`config.mk`:
```
export PLATFORM = sky130hd
export DESIGN_NAME = wb_spi_flash_reader
export DESIGN_NICKNAME = d
export VERILOG_FILES = /design/src/rtl/wb_spi_flash_reader.sv
export SDC_FILE = /design/constraint.sdc
export NUM_CORES = 1
export LEC_CHECK = 0
export ABC_AREA = 1
export BUFFER_PORTS_ARGS = -buffer_cell sky130_fd_sc_hd__buf_2
export CAP_MARGIN = 10
export CORE_ASPECT_RATIO = 0.5
export CORE_MARGIN = 5
export CORE_UTILIZATION = 53
export DETAILED_ROUTE_END_ITERATION = 8
export GPL_ROUTABILITY_DRIVEN = 0
export PLACE_DENSITY_LB_ADDON = 0.1
export SKIP_LAST_GASP = 1
export SYNTH_ARGS = -nofsm -noshare
export SYNTH_HDL_FRONTEND = slang
export SYNTH_SLANG_ARGS = --single-unit
```
`constraint.sdc`:
```
create_clock -name wb_clk_i -period 2.3 [get_ports wb_clk_i]
set_clock_uncertainty 0.2 [all_clocks]
set_input_delay 0.345 -clock wb_clk_i [delete_from_list [all_inputs] [get_ports wb_clk_i]]
set_output_delay 0.345 -clock wb_clk_i [all_outputs]
set_load 0.02 [all_outputs]
```
`src/rtl/wb_spi_flash_reader.sv`:
```
// Wishbone classic slave that serves 32-bit reads from an SPI NOR flash using
// the READ (0x03) command in SPI mode 0; writes are acknowledged and dropped.
module wb_spi_flash_reader #(
  parameter int CLK_DIV = 2,
  parameter int CS_GAP  = 4
) (
  input  logic        wb_clk_i,
  input  logic        wb_rst_i,
  input  logic [31:0] wb_adr_i,
  input  logic [31:0] wb_dat_i,
  output logic [31:0] wb_dat_o,
  input  logic [3:0]  wb_sel_i,
  input  logic        wb_we_i,
  input  logic        wb_stb_i,
  input  logic        wb_cyc_i,
  output logic        wb_ack_o,
  output logic        ncs,
  output logic        dclk,
  output logic        mosi,
  input  logic        miso
);

  localparam int DW = (CLK_DIV > 1) ? $clog2(CLK_DIV) : 1;
  localparam int GW = (CS_GAP > 1) ? $clog2(CS_GAP) : 1;
  localparam logic [DW-1:0] DIV_LAST = DW'(CLK_DIV - 1);
  localparam logic [GW-1:0] GAP_LAST = GW'(CS_GAP - 1);

  typedef enum logic [2:0] {IDLE, WACK, SHIFT, DONE, GAP} state_t;

  state_t        state, state_nxt;
  logic [63:0]   sh, sh_nxt;
  logic [DW-1:0] div_cnt, div_nxt;
  logic [GW-1:0] gap_cnt, gap_nxt;
  logic [5:0]    bit_cnt, bit_nxt;
  logic          phase, phase_nxt;
  logic          ncs_r, ncs_nxt;
  logic          dclk_r, dclk_nxt;
  logic          mosi_r, mosi_nxt;
  logic          ack_r, ack_nxt;
  logic [31:0]   dat_r, dat_nxt;
  logic          req;
  logic          unused_ok;

  // Flash byte at addr+k was received k-th, MSB first; it belongs in lane k.
  function automatic logic [31:0] flash_word(input logic [31:0] s);
    return {s[7:0], s[15:8], s[23:16], s[31:24]};
  endfunction

  assign req       = wb_cyc_i & wb_stb_i;
  assign unused_ok = ^{wb_dat_i, wb_sel_i, wb_adr_i[31:24], wb_adr_i[1:0]};

  always_comb begin
    state_nxt = state;
    sh_nxt    = sh;
    div_nxt   = div_cnt;
    gap_nxt   = gap_cnt;
    bit_nxt   = bit_cnt;
    phase_nxt = phase;
    ncs_nxt   = 1'b1;
    dclk_nxt  = 1'b0;
    mosi_nxt  = 1'b0;
    ack_nxt   = 1'b0;
    dat_nxt   = dat_r;
    unique case (state)
      IDLE: begin
        if (req && wb_we_i) begin
          state_nxt = WACK;
          ack_nxt   = 1'b1;
        end else if (req) begin
          sh_nxt    = {8'h03, wb_adr_i[23:2], 2'b00, 32'h0};
          mosi_nxt  = sh_nxt[63];
          ncs_nxt   = 1'b0;
          div_nxt   = '0;
          bit_nxt   = '0;
          phase_nxt = 1'b0;
          state_nxt = SHIFT;
        end
      end
      WACK: state_nxt = IDLE;
      SHIFT: begin
        if (!req) begin
          // Master gave up: release the flash without acknowledging.
          state_nxt = GAP;
          gap_nxt   = '0;
        end else begin
          ncs_nxt  = 1'b0;
          dclk_nxt = dclk_r;
          mosi_nxt = mosi_r;
          if (div_cnt == DIV_LAST) begin
            div_nxt = '0;
            if (!phase) begin
              phase_nxt = 1'b1;
              dclk_nxt  = 1'b1;
              sh_nxt    = {sh[62:0], miso};
            end else begin
              phase_nxt = 1'b0;
              dclk_nxt  = 1'b0;
              if (bit_cnt == 6'd63) begin
                state_nxt = DONE;
                ncs_nxt   = 1'b1;
                mosi_nxt  = 1'b0;
                ack_nxt   = 1'b1;
                dat_nxt   = flash_word(sh[31:0]);
              end else begin
                bit_nxt  = bit_cnt + 6'd1;
                mosi_nxt = sh[63];
              end
            end
          end else begin
            div_nxt = div_cnt + 1'b1;
          end
        end
      end
      DONE: begin
        state_nxt = GAP;
        gap_nxt   = '0;
      end
      GAP: begin
        if (gap_cnt == GAP_LAST) begin
          state_nxt = IDLE;
          gap_nxt   = '0;
        end else begin
          gap_nxt = gap_cnt + 1'b1;
        end
      end
      default: state_nxt = IDLE;
    endcase
  end

  always_ff @(posedge wb_clk_i) begin
    if (wb_rst_i) begin
      state   <= IDLE;
      sh      <= '0;
      div_cnt <= '0;
      gap_cnt <= '0;
      bit_cnt <= '0;
      phase   <= 1'b0;
      ncs_r   <= 1'b1;
      dclk_r  <= 1'b0;
      mosi_r  <= 1'b0;
      ack_r   <= 1'b0;
      dat_r   <= '0;
    end else begin
      state   <= state_nxt;
      sh      <= sh_nxt;
      div_cnt <= div_nxt;
      gap_cnt <= gap_nxt;
      bit_cnt <= bit_nxt;
      phase   <= phase_nxt;
      ncs_r   <= ncs_nxt;
      dclk_r  <= dclk_nxt;
      mosi_r  <= mosi_nxt;
      ack_r   <= ack_nxt;
      dat_r   <= dat_nxt;
    end
  end

  // A master that drops cyc in the ack cycle never sees a stray ack.
  assign wb_ack_o = ack_r & wb_cyc_i;
  assign wb_dat_o = dat_r;
  assign ncs      = ncs_r;
  assign dclk     = dclk_r;
  assign mosi     = mosi_r;

endmodule
```
# Word-level counts from Yosys, hierarchy flattened
# Index checks and enable logic that the tools add are counted.
# classes
addsub,3
eq_ne,18
muxes,44
bitwise_logic,4
n_reduce_logical,13
# ops
op,count
$mux 64,5
$pmux 64 s2,1
$mux 6,6
$mux 3,7
$ne 2x2->1 const B,9
$mux 1,16
$reduce_and 5->1,3
$ne 3x3->1 const B,4
$pmux 3 s4,1
$pmux 6 s2,1
$pmux 1 s2,4
$reduce_and 7->1,1
$add 6x1->6 const B,1
$eq 3x2->1 const B,2
$eq 6x6->1 const B,1
$pmux 2 s3,1
$reduce_and 6->1,1
$mux 2,2
$reduce_and 2->1,2
$reduce_and 4->1,1
$eq 3x3->1 const B,1
$logic_not 3->1,1
$reduce_bool 3->1,1
$reduce_or 3->1,1
other kinds (7),9
# totals
ff_bits,113
input_bits,74
out_inout_bits,36

# Longest topological paths before layout
# Gate-level depths: netlist of the first run.
# logic_depth
word_depth,6
mapped_depth,11
mapped_depth_nobuf,10

# Worst setup path after synthesis of the first run
# Ideal clock, no wire load.
# synth_path
path_type,reg-to-reg
start,register bit_cnt[0]
end,register dat_r[14] (netlist: wb_dat_o[14])
t_arrival_ps,1470
required_time_ps,2035
path_slack_ps,566
stages_incl_launch_ff,9
path_buffers,1
period_less_slack_ps,1734
path_cell_list,dfxtp_1 -> ha_1 -> nand3_1 -> nor2_1 -> nand2_1 -> nor2_2 -> clkbuf_1 -> o21ai_0 -> nor2_1
# synth_via
elab_chain_cells,2
# synth_rtl
item,line,rtl
from (decl),34,"logic [5:0] bit_cnt, bit_nxt;"
from (signal assigned),148,bit_cnt <= bit_nxt;
$eq 6x6->1,98,if (bit_cnt == 6'd63) begin
$reduce_and 5->1 (no line),--,
to (signal assigned),154,dat_r <= dat_nxt;
to (decl),40,"logic [31:0] dat_r, dat_nxt;"
# Every way passes these cells.
# A chain may end at the register's enable or synchronous reset.

# Worst setup path in the final report of the first run
# layout_path
start,register state[2]
end,register bit_cnt[0]
# layout_via
elab_chain_cells,3
elab_cells_between_ends,11
cone_classes,eq/ne (7); mux (1); reduce/logical (3)
# layout_rtl
item,line,rtl
from (decl),30,"state_t state, state_nxt;"
from (signal assigned),144,state <= state_nxt;
$eq 3x2->1 / $logic_not 3->1 (equally long branches),64,unique case (state)
$ne 2x2->1 (no line) / $reduce_bool 2->1 (equally long branches),--,
$reduce_and 7->1 (no line),--,
# Several ways; a longest one is shown, not always the timed one.

==> impl_metrics.env, run 1 <==
export IMPL_p_per_area_nw_per_um2=864
export IMPL_synthMuxAreaShare=0
export IMPL_start_util=0.543
export IMPL_first_pass_iters=4
export IMPL_start_kind="flip-flop"
export IMPL_worst_pin_slew_ns=0.579
export IMPL_grt_pass1_vias=3906
export IMPL_fp_dieW_um=144
export IMPL_crit_required_ns=2.40
export IMPL_slew_headroom=0.614
export IMPL_drv_cap=0
export IMPL_nNetsFinal=833
export IMPL_antenna_found_initial=0
export IMPL_rows=24
export IMPL_endpoint_kind="flip-flop"
export IMPL_dieArea_um2=11000
export IMPL_postSynthAreaPerCell_um2=6.70
export IMPL_synth_edf_count=0
export IMPL_synthArstFlopShare=0
export IMPL_vias=4318
export IMPL_synth_top_family_by_area="simple AND/OR/NAND/NOR gates"
export IMPL_ctsLongestPathBuffers=2
export IMPL_h_tree_depth=4
export IMPL_mostFrequentLayoutCell="nand2_1"
export IMPL_pwr_share_clk=0.507
export IMPL_clk_transition_reported_paths_ns=0.05
export IMPL_die_h_um=76.8
export IMPL_crit_arrival_ns=2.10
export IMPL_seq_area_frac_synth=0.478
export IMPL_n_fill_cell=814
export IMPL_post_cts_buffers=0
export IMPL_status="finished, final reports clean"
export IMPL_intPower_w=0.00381
export IMPL_vias_per_cell=4.88
export IMPL_wl_um=10200
export IMPL_io_buffer_count=63
export IMPL_cp_max_fo=33
export IMPL_hold_violations=0
export IMPL_synth_compound_area_share=0.0569
export IMPL_p_sw_w=0.00109
export IMPL_pwr_share_comb=0.066
export IMPL_hp_class="in -> reg"
export IMPL_yosysWarnings=0
export IMPL_synthAdderAreaFrac=0.00529
export IMPL_drt_initial_drc_count=386
export IMPL_drv_slew=0
export IMPL_grt_overflow=0
export IMPL_synth_top_flop_cell="dfxtp_1"
export IMPL_layout_common_cells="nand2_1 (225), nor2_1 (209), dfxtp_1 (113)"
export IMPL_cts_hold_buf=0
export IMPL_ff_latch_area_um2=2260
export IMPL_fmax_mhz=499
export IMPL_multi_input_area_um2=2190
export IMPL_cts_sinks=113
export IMPL_yosys_area_share_simple=0.397
export IMPL_antennaDiodeCount=0
export IMPL_yosys_register_bits=113
export IMPL_clk_insertion_delay_late_ns=0.41
export IMPL_p_seq_frac=0.427
export IMPL_rsz0062_at_grt="no"
export IMPL_finalWorstPathRequiredPeriod_ns=2.00
export IMPL_netlist_area_um2=4730
export IMPL_fin_tns_setup_ns=0
export IMPL_cts_tree="built"
export IMPL_syn_nets=782
export IMPL_hpwlAfterDp_um=6040
export IMPL_grt_pass1_wl_um=17600
export IMPL_numCtsBuffers=17
export IMPL_fin_crit_sh=0.871
export IMPL_synthCells=706
export IMPL_syn2layout_area_growth_pct=19.7
export IMPL_yosys_cell_types_count=25
export IMPL_postCtsResizedCells=0
export IMPL_coreArea_um2=8710
export IMPL_setup_violations=0
export IMPL_drive_gt1_frac=0.146
export IMPL_root_buffer="clkbuf_16"
export IMPL_p_leak_nw=2.68
export IMPL_critPathKind="reg -> reg"
export IMPL_grt_usage=0.195
export IMPL_p_sw_frac=0.222
export IMPL_wire_per_inst_um=11.5
export IMPL_peakVddDrop_mv=0.557
export IMPL_ant_nets=0
export IMPL_final_util=0.650
export IMPL_io_pins=110
export IMPL_grt_max_degree=107
export IMPL_synth_xor_area_frac=0.00185
export IMPL_post_route_drc_count=0
power by group through the flow:
stage | Clock [W] | Sequential, W | Combinational (W)
2_1_floorplan | 0 | 0.00212 | 0.000252
3_3_place_gp | 0 | 0.00212 | 0.000316
3_5_place_dp | 0 | 0.00213 | 0.000323
4_1_cts | 0.00253 | 0.00209 | 0.000325
5_1_grt | 0.00267 | 0.00210 | 0.000375
6_report | 0.00248 | 0.00209 | 0.000323
kinds of logic after synthesis:
group | count (synthesis)
xor gates and xnor gates | 1
buffers and inverters | 64
DFF | 113
and+or+nand+nor | 475
AOI/OAI and AO/OA | 51
adders and majority gates | 2
final cells by class:
type / count / area share
timing repair buffer: 75 / 0.0760
tap: 117 / 0.0258
clock buffer: 22 / 0.0837
inverter: 21 / 0.0139
sequential: 113 / 0.399
clock inverter: 7 / 0.0150
multi-input combinational: 529 / 0.386
worst max-delay path, cell delays in order (launching register included):
cell,delay [ns]
dfxtp_1,0.33
inv_2,0.06
nand2_1,0.10
nor2_4,0.16
buf_4,0.36
nand2_1,0.24
nand3_1,0.26
nand2_1,0.08
nand2_1,0.06
nor2_1,0.04
synthesized netlist by cell type, types with 2 or more instances:
library cell  instances  area (µm²)
a21oi_1              11        55.1
clkbuf_1             27         101
nand2_1             225         845
buf_2                 9        45.0
ha_1                  2        25.0
inv_1                15        56.3
nand4_1              28         175
nor2_1              210         788
inv_2                 5        18.8
buf_1                 2        7.51
o21ai_1              12        60.1
buf_6                 5        56.3
dfxtp_1             113        2260
o21ai_0              24         120
nand3_1               8        40.0
registers in the layout, indices dropped and copies added (netlist names), 2 cells and up:
signal and count:
sh 64, wb_dat_o 32, bit_cnt 6, state 3
gap_cnt 2
per-layer routing:
metal	wire (µm)	GRT usage	vias up
met5	0	0	-
met4	126	0.0705	0
met3	446	0.0653	15
met2	4530	0.310	54
met1	5050	0.248	1950
li1	-	-	2299
path summary, 6_finish.rpt:
kind / startpoint / endpoint / slack [ns] / cells past startpoint
worst max register to register: state[2] / bit_cnt[0] / 0.30 / 9
worst max-delay path: state[2] / bit_cnt[0] / 0.30 / 9
worst min-delay path: wb_rst_i / ack_r / 0.02 / 2
worst min register to register: phase / phase / 0.26 / 2
metrics by stage:
step	cells	worst slack, ns	hold WS [ns]	power [W]	area [µm²]
2_1_floorplan	706	0.566	0.214	0.00237	4730
3_3_place_gp	855	0.268	0.253	0.00244	5100
3_5_place_dp	855	0.228	0.255	0.00245	5100
4_1_cts	884	0.271	0.00978	0.00495	5660
5_1_grt	884	0.0481	0.00644	0.00514	5660
6_report	884	0.298	0.0204	0.00490	5660
Note: power is estimated with default switching activity, not from simulation.
==> run 2: changes to the inputs <==
ABC_AREA = 0   (was 1)
==> impl_metrics.env, run 2 <==
export IMPL_reg2regPathDepth=5
export IMPL_finalWorstPathRequiredPeriod_ns=2.13
export IMPL_yosys_register_bits=113
export IMPL_drt_initial_drc_count=188
export IMPL_dpl_cell_count=708
export IMPL_path_cells="ha_1 -> nand3_1 -> or4_4 -> nand2_1 -> a21oi_1"
export IMPL_drv_slew=0
export IMPL_yosys_cell_types_count=44
export IMPL_wire_per_inst_um=13.3
export IMPL_r2r_start="bit_cnt[0]"
export IMPL_dieArea_um2=10900
export IMPL_start_util=0.541
export IMPL_rows=24
export IMPL_vias=3989
export IMPL_synthCells=560
export IMPL_fmax_mhz=470
export IMPL_worstHoldEndpoint="sh[48]"
export IMPL_hp_class="in -> reg"
export IMPL_clk_insertion_delay_late_ns=0.40
export IMPL_holdPathStages=3
export IMPL_rsz0062_at_grt="no"
export IMPL_start_kind="flip-flop"
export IMPL_post_route_drc_count=0
export IMPL_ant_nets=0
export IMPL_hold_violations=0
export IMPL_ctsLongestPathBuffers=2
export IMPL_crit_arrival_ns=2.19
export IMPL_clk_transition_reported_paths_ns=0.05
export IMPL_antennaDiodeCount=0
export IMPL_synth_most_common_cell="dfxtp_1"
export IMPL_worst_pin_slew_ns=0.550
export IMPL_ff_latch_area_um2=2260
export IMPL_post_cts_buffers=0
export IMPL_yosysWarnings=0
export IMPL_syn_nets=636
export IMPL_seq_area_frac_synth=0.483
export IMPL_grt_usage=0.189
export IMPL_instances_no_fill=749
export IMPL_cts_sinks=113
export IMPL_fp_dieW_um=143
export IMPL_die_h_um=76.5
export IMPL_p_leak_nw=2.10
export IMPL_synth_area_leaders="dfxtp_1 (48%), a21oi_1 (7.7%), nand2_1 (7.1%)"
export IMPL_syn2layout_area_growth_pct=23.1
export IMPL_synthArstFlopShare=0
export IMPL_fin_tns_setup_ns=0
export IMPL_postCtsResizedCells=0
export IMPL_vias_per_cell=5.33
export IMPL_endpoint_kind="flip-flop"
export IMPL_hpwlAfterDp_um=5830
export IMPL_slew_headroom=0.634
export IMPL_synth_top_cell_area_share=0.483
export IMPL_cp_max_fo=32
export IMPL_numCtsBuffers=17
export IMPL_drv_cap=0
export IMPL_crit_path_max_incr_delay_ns=0.71
export IMPL_wl_um=9990
export IMPL_crit_required_ns=2.36
export IMPL_synth_top_flop_cell="dfxtp_1"
export IMPL_n_fill_cell=754
export IMPL_io_buffer_count=63
export IMPL_layout_common_cells="dfxtp_1 (113), nand2_1 (88), a21oi_1 (72)"
export IMPL_p_per_area_nw_per_um2=822
export IMPL_cts_hold_buf=9
export IMPL_h_tree_depth=4
export IMPL_postSynthAreaPerCell_um2=8.36
export IMPL_largest_reg_flops=64
export IMPL_grt_overflow=0
export IMPL_netlist_area_um2=4680
export IMPL_r2r_slack_ns=0.17
export IMPL_first_pass_iters=5
export IMPL_multi_input_area_um2=2210
export IMPL_peakVddDrop_mv=0.512
export IMPL_hp_start="wb_adr_i[16]"
export IMPL_cts_tree="built"
export IMPL_antenna_found_initial=0
export IMPL_critPathKind="reg -> reg"
export IMPL_grt_max_degree=101
export IMPL_top_register="sh"
export IMPL_synth_edf_count=0
export IMPL_final_util=0.666
export IMPL_crit_slowest_cell="or4_4"
export IMPL_grt_pass1_vias=3637
export IMPL_nNetsFinal=696
export IMPL_coreArea_um2=8650
export IMPL_root_buffer="clkbuf_16"
export IMPL_mostFrequentLayoutCell="dfxtp_1"
export IMPL_status="finished, final reports clean"
export IMPL_setup_violations=0
export IMPL_fin_area_um2=5760
export IMPL_io_pins=110
export IMPL_r2r_end="wb_dat_o[25]"
export IMPL_fin_crit_sh=0.925
export IMPL_yosysTopAreaCell="dfxtp_1"
export IMPL_dpl_cell_area_um2=5090
export IMPL_synth_common_cells="dfxtp_1 (113), nand2_1 (88), a21oi_1 (72)"
export IMPL_grt_pass1_wl_um=17000
export IMPL_drive_gt1_frac=0.244
-- run 2: stage by stage --
step	total power, W	setup WS, ns	hold WS, ns
after global routing	0.00491	0.0588	0.00818
final	0.00474	0.172	0.0131
after floorplan	0.00218	0.160	0.245
after detailed placement	0.00224	0.168	0.247
after global placement	0.00224	0.178	0.241
after CTS	0.00477	0.165	0.000193
-- run 2: worst max-delay path: cells and delay by family (launching register included) --
kind / cells / cell delay, ns
and+or+nand+nor: 3 / 0.99
adders and majority gates: 1 / 0.31
DFF: 1 / 0.40
AOI/OAI and AO/OA: 1 / 0.08
-- run 2: routing by layer --
layer | wire, µm | track usage | share of wire | vias to the layer above
met5 | 0 | 0 | 0 | -
met4 | 52 | 0.0655 | 0.0052 | 0
met3 | 512 | 0.0621 | 0.051 | 6
met2 | 4620 | 0.294 | 0.46 | 73
met1 | 4800 | 0.246 | 0.48 | 1860
li1 | - | - | - | 2050
-- run 2: cell type report --
| type | count | area share |
|---|---|---|
| clock buffers | 21 | 0.0799 |
| clock inverters | 10 | 0.0193 |
| inverters | 1 | 0.000651 |
| multi-input cells | 399 | 0.383 |
| flip-flops and latches | 113 | 0.393 |
| well taps | 117 | 0.0254 |
| repair buffers | 88 | 0.0986 |
-- run 2: logic make-up (layout without fill, tap and decap cells) --
logic type / Yosys count / after routing / synth area share
multiplexers: 1 / 1 / 0.00240
AND/OR/NAND/NOR: 273 / 273 / 0.294
flip-flops: 113 / 113 / 0.483
adder cells (fa/ha/maj): 2 / 2 / 0.00534
AO/OA/AOI/OAI: 123 / 123 / 0.165
buffers and inverters: 48 / 120 / 0.0497
-- run 2: power by group --
| group | switching [W] | leakage, nW | internal [W] |
|---|---|---|---|
| logic | 0.000128 | 0.911 | 0.0000856 |
| registers | 0.0000141 | 0.913 | 0.00199 |
| clock network | 0.000888 | 0.275 | 0.00164 |
-- run 2: how the worst max path moves through the flow --
stage	from	end	slack [ns]	depth (start not counted)
6_report	bit_cnt[0]	wb_dat_o[25]	0.17	5
2_1_floorplan	state[1]	wb_dat_o[16]	0.16	7
3_5_place_dp	state[0]	wb_dat_o[25]	0.17	4
5_1_grt	state[0]	sh[36]	0.06	5
4_1_cts	state[0]	sh[34]	0.16	5
3_3_place_gp	state[0]	wb_dat_o[19]	0.18	4
==> run 3: changes to the inputs <==
BUFFER_PORTS_ARGS = not set   (was -buffer_cell sky130_fd_sc_hd__buf_2)
CORE_UTILIZATION = 55   (was 53)
DONT_BUFFER_PORTS = 1   (was not set)
==> impl_metrics.env, run 3 (synthesized netlist as in run 2, its figures left out) <==
export IMPL_largest_reg_flops=64
export IMPL_crit_required_ns=2.38
export IMPL_crit_path_max_incr_delay_ns=0.54
export IMPL_instances_no_fill=681
export IMPL_slew_headroom=0.624
export IMPL_rsz0062_at_grt="no"
export IMPL_fin_crit_sh=0.953
export IMPL_grt_pass1_vias=3443
export IMPL_cts_tree="built"
export IMPL_h_tree_depth=4
export IMPL_crit_arrival_ns=2.27
export IMPL_finalWorstPathRequiredPeriod_ns=2.19
export IMPL_drive_gt1_frac=0.170
export IMPL_reg2regPathDepth=5
export IMPL_antenna_found_initial=0
export IMPL_grt_pass1_wl_um=16400
export IMPL_numCtsBuffers=17
export IMPL_violations="hold timing"
export IMPL_io_buffer_count=0
export IMPL_vias=3771
export IMPL_hp_class="in -> reg"
export IMPL_io_pins=110
export IMPL_r2r_end="bit_cnt[2]"
export IMPL_fin_tns_setup_ns=0
export IMPL_endpoint_kind="flip-flop"
export IMPL_nNetsFinal=632
export IMPL_dpl_cell_count=639
export IMPL_cts_sinks=113
export IMPL_die_h_um=75.2
export IMPL_fp_dieW_um=140
export IMPL_p_per_area_nw_per_um2=843
export IMPL_path_cells="nand2_2 -> or4bb_1 -> a21oi_1 -> nor3_1 -> dlygate4sd3_1"
export IMPL_vias_per_cell=5.54
export IMPL_ctsLongestPathBuffers=2
export IMPL_status="finished with violations"
export IMPL_n_fill_cell=689
export IMPL_crit_slowest_cell="dlygate4sd3_1"
export IMPL_fmax_mhz=456
export IMPL_layout_common_cells="dfxtp_1 (111), nand2_1 (87), a21oi_1 (72)"
export IMPL_wire_per_inst_um=15.0
export IMPL_ant_nets=0
export IMPL_p_leak_nw=1.80
export IMPL_coreArea_um2=8140
export IMPL_drv_cap=0
export IMPL_grt_max_degree=112
export IMPL_grt_usage=0.193
export IMPL_critPathKind="reg -> reg"
export IMPL_drt_initial_drc_count=224
export IMPL_post_route_drc_count=0
export IMPL_cp_max_fo=9
export IMPL_first_pass_iters=5
export IMPL_endpoint="bit_cnt[2]"
export IMPL_cts_hold_buf=8
export IMPL_rows=23
export IMPL_hpwlAfterDp_um=5660
export IMPL_r2r_start="div_cnt"
export IMPL_drv_slew=0
export IMPL_grt_overflow=0
export IMPL_clk_insertion_delay_late_ns=0.40
export IMPL_worstSetupStartpoint="div_cnt"
export IMPL_start_kind="flip-flop"
export IMPL_hold_violations=100
export IMPL_dieArea_um2=10600
export IMPL_top_register="sh"
export IMPL_start_util=0.575
export IMPL_mostFrequentLayoutCell="dfxtp_1"
export IMPL_peakVddDrop_mv=0.624
export IMPL_whs_ns=-0.158
export IMPL_setup_violations=0
export IMPL_r2r_slack_ns=0.11
export IMPL_worst_pin_slew_ns=0.564
export IMPL_syn2layout_area_growth_pct=16.2
export IMPL_wl_um=10200
export IMPL_antennaDiodeCount=0
export IMPL_root_buffer="clkbuf_16"
export IMPL_clk_transition_reported_paths_ns=0.05
-- run 3: cell count changes in the layout (fill, tap and decap cells not counted), moves of 2 or more --
cell and delta:
buf_2 -62, dfxtp_2 +2, clkbuf_1 +2, dlygate4sd3_1 -2, dfxtp_1 -2
-- run 3: worst min path at each step --
stage / start / endpoint / slack, ns / depth (start not counted)
3_5_place_dp: wb_rst_i / phase / 0.23 / 1
5_1_grt: wb_rst_i / wb_dat_o[3] / -0.20 / 1
4_1_cts: wb_rst_i / wb_dat_o[3] / -0.19 / 1
6_report: wb_rst_i / ack_r / -0.16 / 1
2_1_floorplan: sh[63] / sh[63] / 0.25 / 2
3_3_place_gp: wb_rst_i / phase / 0.23 / 1
-- run 3: critical path, delay by kind of cell, from the launching register on --
| kind | cells | cell delay (ns) |
|---|---|---|
| AO/OA/AOI/OAI | 1 | 0.15 |
| buffers and inverters | 1 | 0.54 |
| flip-flops | 1 | 0.47 |
| AND/OR/NAND/NOR | 3 | 0.71 |
-- run 3: where the power goes --
part / switching [W] / internal, W / total [W]
logic: 0.0000886 / 0.0000625 / 0.000151
clock network: 0.000893 / 0.00154 / 0.00243
registers: 0.0000158 / 0.00199 / 0.00200
total: 0.000997 / 0.00359 / 0.00459
-- run 3: metal layers --
layer | track usage | wire length (µm) | vias up
met5 | 0 | 0 | -
met4 | 0.0795 | 96 | 0
met3 | 0.0673 | 610 | 10
met2 | 0.305 | 4710 | 82
met1 | 0.247 | 4820 | 1749
li1 | - | - | 1930
-- run 3: stage by stage --
| step | setup slack [ns] | area, µm² | util | total power, W | hold slack, ns |
|---|---|---|---|---|---|
| detailed placement | 0.134 | 4760 | 0.584 | 0.00218 | 0.230 |
| global route | 0.0177 | 5440 | 0.668 | 0.00474 | -0.199 |
| floorplan | 0.160 | 4680 | - | 0.00218 | 0.245 |
| finish | 0.108 | 5440 | 0.668 | 0.00459 | -0.158 |
| CTS | 0.0356 | 5390 | 0.662 | 0.00462 | -0.193 |
| global placement | 0.153 | 4760 | 0.584 | 0.00218 | 0.227 |
-- run 3: timing repair --
action                                 4_1_cts  5_1_grt
buffers inserted                             0        1
setup endpoints to repair                    0        3
resized for setup                            0        7
endpoints found under the hold margin      109      100
-- run 3: layout make-up --
cell class / instances / area, µm² / area share
clock buffer: 23 / 468 / 0.0860
clock inverter: 9 / 82.6 / 0.0152
inverter: 1 / 3.75 / 0.000690
multi-input combinational: 399 / 2220 / 0.409
sequential: 113 / 2260 / 0.416
tap: 112 / 140 / 0.0258
timing repair buffer: 24 / 255 / 0.0469
